**config.mk**
```make
export PLATFORM = sky130hd
export DESIGN_NAME = sigmul_iter
export DESIGN_NICKNAME = d
export VERILOG_FILES = /design/src/rtl/sigmul_iter.sv
export SDC_FILE = /design/constraint.sdc
export NUM_CORES = 1
export LEC_CHECK = 0
export CORE_MARGIN = 2
export CORE_UTILIZATION = 45
export DETAILED_ROUTE_END_ITERATION = 12
export GPL_ROUTABILITY_DRIVEN = 0
export PLACE_DENSITY = 0.66
export SLEW_MARGIN = 40
export SYNTH_ARGS = -nofsm -noshare
export SYNTH_HDL_FRONTEND = slang
export SYNTH_SLANG_ARGS = --single-unit
```
**constraint.sdc**
```tcl
create_clock -name clk -period 6.4 [get_ports clk]
set_input_delay 0.64 -clock clk [delete_from_list [all_inputs] [get_ports clk]]
set_output_delay 0.64 -clock clk [all_outputs]
set_load 0.1 [all_outputs]
```
**src/rtl/sigmul_iter.sv**
```systemverilog
`default_nettype none
// +--------------------------------------------------------------------------+
// | sigmul_iter : iterative handshaked significand multiplier, RADIX_BITS    |
// | multiplier bits per clock. Optional macro: SIGMUL_EARLY_EXIT_EN.         |
// | Revision: 1.0                                                            |
// +--------------------------------------------------------------------------+
module sigmul_iter #(
  parameter int NSIG       = 10,
  parameter int RADIX_BITS = 1
) (
  input  logic                 clk,
  input  logic                 rst_n,
  input  logic                 in_valid,
  output logic                 in_ready,
  input  logic [NSIG:0]        a,
  input  logic [NSIG:0]        b,
  output logic                 out_valid,
  input  logic                 out_ready,
  output logic [2*NSIG+1:0]    p
);

  localparam int W     = NSIG + 1;
  localparam int PW    = 2 * NSIG + 2;
  // Clamped radix keeps elaboration sane even when the configuration is rejected.
  localparam int RB    = (RADIX_BITS < 1) ? 1 : ((RADIX_BITS > W) ? W : RADIX_BITS);
  localparam int NSTEP = (W + RB - 1) / RB;
  localparam int CW    = (NSTEP > 1) ? $clog2(NSTEP) : 1;
  localparam logic [CW-1:0] C_LAST = CW'(NSTEP - 1);

  if (RADIX_BITS < 1 || RADIX_BITS > W) begin : g_bad_radix
    $error("sigmul_iter: RADIX_BITS must lie in 1..NSIG+1");
  end

  typedef enum logic [1:0] {
    IDLE = 2'd0,
    BUSY = 2'd1,
    DONE = 2'd2
  } state_e;

  state_e          state_q, state_d;
  logic [W-1:0]    a_q, a_d;
  logic [W-1:0]    b_q, b_d;
  logic [PW-1:0]   acc_q, acc_d;
  logic [CW-1:0]   count_q, count_d;
  logic            out_valid_q, out_valid_d;

  logic [PW-1:0]   pp;
  logic [W-1:0]    b_shift;
  logic            last_step;

  // Partial product of the current radix digit, aligned to its weight.
  assign pp      = (PW'(a_q) * PW'(b_q[RB-1:0])) << (count_q * RB);
  assign b_shift = b_q >> RB;

`ifdef SIGMUL_EARLY_EXIT_EN
  assign last_step = (count_q == C_LAST) || (b_shift == '0);
`else
  assign last_step = (count_q == C_LAST);
`endif

  always_comb begin
    state_d = state_q;
    a_d     = a_q;
    b_d     = b_q;
    acc_d   = acc_q;
    count_d = count_q;
    case (state_q)
      IDLE: begin
        if (in_valid) begin
          a_d     = a;
          b_d     = b;
          acc_d   = '0;
          count_d = '0;
          state_d = BUSY;
        end
      end
      BUSY: begin
        acc_d   = acc_q + pp;
        b_d     = b_shift;
        count_d = count_q + CW'(1);
        if (last_step) begin
          state_d = DONE;
        end
      end
      DONE: begin
        if (out_ready) begin
          state_d = IDLE;
        end
      end
      default: state_d = IDLE;
    endcase
    out_valid_d = (state_d == DONE);
  end

  always_ff @(posedge clk or negedge rst_n) begin
    if (!rst_n) begin
      state_q     <= IDLE;
      a_q         <= '0;
      b_q         <= '0;
      acc_q       <= '0;
      count_q     <= '0;
      out_valid_q <= 1'b0;
    end else begin
      state_q     <= state_d;
      a_q         <= a_d;
      b_q         <= b_d;
      acc_q       <= acc_d;
      count_q     <= count_d;
      out_valid_q <= out_valid_d;
    end
  end

  assign in_ready  = (state_q == IDLE);
  assign out_valid = out_valid_q;
  assign p         = acc_q;

endmodule
`default_nettype wire
```
Word-level counts from Yosys, hierarchy flattened
Index checks and enable logic that the tools add are counted.

Bits in registers: 51. Word-level logic and storage cells: 29.

Shifts and indexed selects: 1. Reductions and logical operators: 4. Mux-type cells: 10. $mul: 1. Equality and inequality tests: 5. $add $sub $neg: 2.

Operator list (count): case mux 22 bit (2 select lines) (1); adder 22 bit (1); 2-to-1 mux 22 bit (1); case mux 11 bit (2 select lines) (1); << shifter 12 x 4 -> 22 bit (1); multiplier 11 x 1 -> 12 bit (1); 2-to-1 mux 11 bit (1); case mux 4 bit (2 select lines) (1); 2-to-1 mux 2 bit (3); case mux 2 bit (3 select lines) (1); adder 4 x 1 -> 4 bit (second input constant) (1); == test 2 bit (second input constant) (2); == test 4 bit (second input constant) (1); 2-to-1 mux 4 bit (1); AND reduction 2 bit (2); == test 2 x 1 -> 1 bit (second input constant) (1); zero test 2 bit (1); != test 2 bit (second input constant) (1); nonzero test 2 bit (1).

Depth between registers and ports, before layout
Gate-level depths: netlist (run 1).

Depth after elaboration: 4. Depth in mapped cells: 18. Mapped depth without buffers: 15.

Worst setup path before layout (run 1)
OpenSTA, ideal clock, no wires.

Path type: reg2reg. From: register count_q[0]. To: register acc_q[20], in the netlist p[20]. Setup time: 0.069 ns. Arrival: 3.160 ns. Data required time: 6.331 ns. Cell stages (with the launch flop): 13. Path slack: 3.172 ns. Period minus slack after synthesis: 3.228 ns. Cell sequence: dfrtp_1 > buf_4 > mux2i_1 > or3b_2 > or3_1 > fa_1 > nor2b_1 > o21a_1 > o211ai_1 > a21boi_2 > a211oi_2 > or4_1 > nand3_1.

Longest elaborated chain between the ends: 3.

Ends and longest elaborated chain: start: declaration (line 44) `logic [CW-1:0] count_q, count_d;`; start signal: assignment (line 108) `count_q <= count_d;`; << shifter 12 x 4 -> 22 bit (line 52) `assign pp = (PW'(a_q) * PW'(b_q[RB-1:0])) << (count_q * RB);`; adder 22 bit (line 78) `acc_d = acc_q + pp;`; case mux 22 bit (2 select lines) (line 67) `case (state_q)`; end signal: assignment (line 100) `acc_q <= '0;`; end signal: assignment (line 107) `acc_q <= acc_d;`; end: declaration (line 43) `logic [PW-1:0] acc_q, acc_d;`.

No other way between the ends. A chain may end at the register's enable or synchronous reset.

Worst setup path after layout (run 1)
Same ends and word-level chain as after synthesis.

==> flow_summary.toml, run 1 <==
[run_status]
status = "completed"

[setup_path]
worst_ep_arrival_time_ns = 4.15
critical_path.top_delay_family = "simple AND/OR/NAND/NOR gates"
crit_buf_inv = 0
crit_type = "reg -> reg"
path_cells = "mux2i_1, or3b_2, or3_1, fa_1, nor2b_1, o21a_1, o211ai_1, a21boi_2, a211oi_2, or4_1, nand3_1"
crit_path_top_delay_cell = "dfrtp_1"
cp-start-kind = "register"
cp_max_fo = 22
slowest_delay_ns = 0.85
setup.worst_path.end_class = "register"
critical_path_required_ns = 6.65

[clock_network]
cts_buffers = 5
cts_max_path_buffers = 2
post_cts_buffers = 0
cts_tree = "built"
htree_levels = 2
holdBufCountCts = 0
clock_latency_ns = 0.31
path_clk_slew_ns = 0.10
cts.sinks = 51
cts_root_buffer = "clkbuf_8"
ctsResizeCount = 0

[sta]
relSlewSlack_pct = 49.1
hold_viol_final = 0
skew_ns = 0.00612
finalMaxSlewViolations = 0
worstMarginPinSlew_ns = 0.764
rsz0062_at_grt = "false"
period_needed_ns = 3.90
max_freq_ghz = 0.256
finalSetupViolCount = 0
post-route-period-util_pct = 60.9
fin_tns_setup_ns = 0

[route]
dr.pass1.iters = 4
routed_wl_mm = 8.84
first_iter_violations = 192
via_count = 3318
remaining_drc_errors = 0
vias_per_cell = 5.56
ant_nets = 0
avgRoutedWirePerCell_um = 14.8

[global_routing]
antenna_found_initial = 0
grt_overflow_total = 0
grt_pass1_wl_mm = 14.9
grt_max_degree = 52
grt_pass1_vias = 3115
grt_usage_pct = 21.0

[synthesis]
ys_ff_latch = 51
ys_seq_area_share_pct = 34.3
synth_cell_types = 62
synthesis.area_um2 = 3720
ys_warn_count = 0
synth_ff_type = "dfrtp_1"
synth_area_per_cell_um2 = 8.12
synth_edf_count = 0
synthCells = 458
synth_nets = 508
async_flop_share_pct = 100

[layout]
fillCellCount = 805
drive_gt1_share_pct = 11.2
layout.nets = 541
syn2layout_area_growth_pct = 14.3
n_antenna_cell = 0

[run]
cap_violations = 0

[floorplan]
rows = 33
die_area_um2 = 9000
initial_core_util_pct = 45.9
die_w_um = 94.9
coreArea_um2 = 8090
die_h_um = 94.9
io_pins = 50

[min_path]
hold_path_class = "in -> async"

[place]
place_hpwl_mm = 6.52
port_buffers = 49
## area by class of cell
class                   count  area, µm²  area share [%]
repair buffers             53        395            9.31
clock buffers               6       82.6            1.94
inverters                   9       33.8           0.795
clock inverters             2       38.8           0.913
flip-flops and latches     51       1280            30.0
multi-input cells         371       2290            53.9
well taps                 105        131            3.09
## registers in the layout, indices dropped and copies added (netlist names)
signal and flops:
a_q 11, b_q 11, count_q 4, out_valid 1
p 22, state_q 2
## cell usage after synthesis (9+ instances only)
master	count	area [µm²]
nand2_1	86	323
dfrtp_1	51	1280
o22ai_1	12	75.1
nor3_1	10	50.1
a21o_1	10	75.1
a21oi_1	24	120
ha_1	23	288
nor2b_1	9	56.3
nor2_1	39	146
clkbuf_1	19	71.3
nand3_1	21	105
o21ai_0	29	145
## per-layer routing
metal	routed length, µm	vias up	part of all wire (%)	track usage, %
met5	0	-	0	0
met4	112	0	1.3	5.31
met3	300	8	3.4	3.19
met2	4140	67	47	35.2
met1	4290	1523	49	28.6
li1	-	1720	-	-
## layout by cell type (no fill, tap or decap), types with 4 or more instances in the layout
| master | netlist | routed |
|---|---|---|
| a21o_1 | 10 | 10 |
| a21oi_1 | 24 | 24 |
| a31oi_1 | 5 | 5 |
| and2_1 | 5 | 5 |
| buf_2 | 2 | 25 |
| buf_4 | 2 | 4 |
| clkbuf_8 | 0 | 6 |
| clkdlybuf4s50_1 | 0 | 24 |
| dfrtp_1 | 51 | 51 |
| ha_1 | 23 | 23 |
| inv_1 | 8 | 8 |
| mux2i_1 | 4 | 4 |
| nand2_1 | 86 | 86 |
| nand3_1 | 21 | 21 |
| nand4_1 | 8 | 8 |
| nor2_1 | 39 | 39 |
| nor2b_1 | 9 | 8 |
| nor3_1 | 10 | 10 |
| o211ai_1 | 7 | 7 |
| o21a_1 | 4 | 4 |
| o21ai_0 | 29 | 29 |
| o22ai_1 | 12 | 12 |
| o31ai_1 | 5 | 5 |
| or3_1 | 4 | 4 |
| xnor2_1 | 7 | 7 |
| xor2_1 | 7 | 7 |
## through the flow
stage | area [µm²] | utilization, % | hold WS [ns] | instances | setup slack (ns)
floorplan | 3720 | - | 0.344 | 458 | 3.17
detailed placement | 4130 | 51.0 | 0.484 | 589 | 2.54
finish | 4250 | 52.5 | 0.422 | 597 | 2.50
global placement | 4250 | 52.5 | 0.476 | 589 | 2.55
CTS | 4250 | 52.5 | 0.450 | 597 | 2.51
global route | 4250 | 52.5 | 0.479 | 597 | 2.22
## kinds of logic after synthesis
| logic type | Yosys count | synth area share [%] |
|---|---|---|
| compound gates | 125 | 22.3 |
| simple gates | 199 | 24.4 |
| mux | 9 | 3.20 |
| flops | 51 | 34.3 |
| fa+ha+maj | 24 | 8.28 |
| xor+xnor | 14 | 3.30 |
| buf+inv | 36 | 4.11 |
## path summary, 6_finish.rpt
kind	slack, ns	from	cells past startpoint	end
max in group asynchronous	5.54	rst_n	2	out_valid
min in group clk	0.51	b_q[10]	2	b_q[9]
hold / removal	0.42	rst_n	2	p[5]
setup reg to reg	2.50	count_q[0]	11	p[20]
hold reg to reg	0.51	b_q[10]	2	b_q[9]
setup / recovery	2.50	count_q[0]	11	p[20]
Power of run 1 is left out: the tool's default activity adds up to more than one toggle a clock period on the data nets, which glitch-free logic cannot reach.
==> inputs of run 2 (changes only) <==
Settings changed: PLACE_DENSITY 0.66 to 0.69.
Clock period 6.4 ns to 3.4 ns, I/O delays scaled along.
==> run 2 against run 1 <==
Via count up 8.2%. Non-clock buffer count increased by 34. Register-to-register slack worse by 2.5 ns. Final area grew 9.9%. Worst hold slack better by 0.073 ns. Cell count up 5.7%. Worst setup slack lost 2.5 ns. Die area stayed put. Highest routed layer unchanged.
==> flow_summary.toml, run 2 (synthesized netlist as in run 1, its figures left out) <==
[sta]
period_needed_ns = 3.36
post-route-period-util_pct = 98.7
rsz0062_at_grt = "true"
hold_viol_final = 0
max_freq_ghz = 0.298
worstMarginPinSlew_ns = 0.565
skew_ns = 0.00580
finalSetupViolCount = 0
relSlewSlack_pct = 62.2
finalMaxSlewViolations = 0

[clock_network]
cts_buffers = 5
cts_tree = "built"
htree_levels = 2
path_clk_slew_ns = 0.11
clock_latency_ns = 0.32
cts.sinks = 51
cts_root_buffer = "clkbuf_8"
cts_max_path_buffers = 2

[setup_path]
crit_type = "reg -> reg"
crit_buf_inv = 4
cpMostUsedCell = "buf_4"
rr_endpoint = "p[18]"
r2r_setup_slack_ns = 0.04
crit_path_top_delay_cell = "or4_1"
worst_ep_arrival_time_ns = 3.61
critical_path_required_ns = 3.66
r2r_start = "count_q[0]"
cp_max_fo = 6
slowest_delay_ns = 0.55
cp-start-kind = "register"
path_cells = "buf_12, mux2_2, o211ai_1, buf_4, o22ai_1, ha_1, buf_4, inv_1, or4_1, a21oi_2, o31ai_2, or3_1, nand3_1"
rr_worst_depth = 13
critical_path.top_delay_family = "simple AND/OR/NAND/NOR gates"
setup.worst_path.end_class = "register"

[floorplan]
die_h_um = 94.9
io_pins = 50
initial_core_util_pct = 45.9
die_area_um2 = 9000
coreArea_um2 = 8090
die_w_um = 94.9
rows = 33

[route]
vias_per_cell = 5.69
first_iter_violations = 181
dr.pass1.iters = 5
ant_nets = 0
routed_wl_mm = 9.75
avgRoutedWirePerCell_um = 15.4
via_count = 3589
remaining_drc_errors = 0

[layout]
fin_area_um2 = 4670
drive_gt1_share_pct = 21.3
fin_util_pct = 57.7
layout_commonest_cell = "nand2_1"
layout.nets = 575
layout_common_cells = "nand2_1, dfrtp_1, nor2_1"
syn2layout_area_growth_pct = 25.6
n_antenna_cell = 0
largest_reg_flops = 22

[place]
port_buffers = 49
place_hpwl_mm = 7.04
post_dp_cell_area_um2 = 4300

[run_status]
status = "completed"

[run]
cap_violations = 0

[min_path]
hold_path_class = "in -> async"

[global_routing]
grt_usage_pct = 21.8
grt_pass1_vias = 3372
grt_max_degree = 33
grt_overflow_total = 0
grt_pass1_wl_mm = 15.7
antenna_found_initial = 0
==> run 2: changes by cell type in the layout (fill, tap and decap cells not counted), sizes merged <==
cell	delta
buf	+31
bufinv	-1
clkbuf	+1
clkinvlp	+1
dlygate4sd3	+1
inv	+1
==> run 2: layout make-up <==
type | instances | area, µm²
fillers | 753 | 3420
multi-input cells | 371 | 2430
repair buffers | 87 | 701
clock inverters | 3 | 27.5
flip-flops and latches | 51 | 1280
clock buffers | 5 | 68.8
well taps | 105 | 131
inverters | 9 | 33.8
==> run 2: routing by layer <==
metal / routed length, µm / global-route usage (%) / part of all wire (%) / vias up
met5: 0 / 0 / 0 / -
met4: 148 / 6.52 / 1.5 / 0
met3: 423 / 2.47 / 4.3 / 14
met2: 4680 / 37.1 / 48 / 94
met1: 4490 / 29.1 / 46 / 1704
li1: - / - / - / 1777
==> run 2: worst max path at each step <==
stage               startpoint    end  slack (ns)  cells past startpoint
floorplan           count_q[0]  p[20]        0.17                     12
CTS                 count_q[0]  p[20]        0.05                     12
global route        count_q[0]  p[18]       -0.12                     16
global placement    count_q[0]  p[20]        0.07                     12
detailed placement  count_q[0]  p[20]        0.01                     12
finish              count_q[0]  p[18]        0.04                     13
==> run 2: timing repair <==
item                                    in CTS  in global routing
endpoints found under the setup margin       2                 11
cloned                                       0                  2
endpoints found under the hold margin       19                  0
gates resized for setup                      1                 32
hold buffers                                 1                  0
pin swaps                                    1                 16
setup buffers                                1                  9
==> run 2: stage by stage <==
stage          TNS (ns)  hold WS [ns]  setup slack [ns]  std cells
3_5_place_dp          0         0.330            0.0126        610
3_3_place_gp          0         0.326            0.0656        610
6_report              0         0.495            0.0438        631
5_1_grt          -0.427         0.529            -0.121        631
2_1_floorplan         0        0.0444             0.172        458
4_1_cts               0         0.511            0.0524        620
Power of run 2 is left out for the same reason.
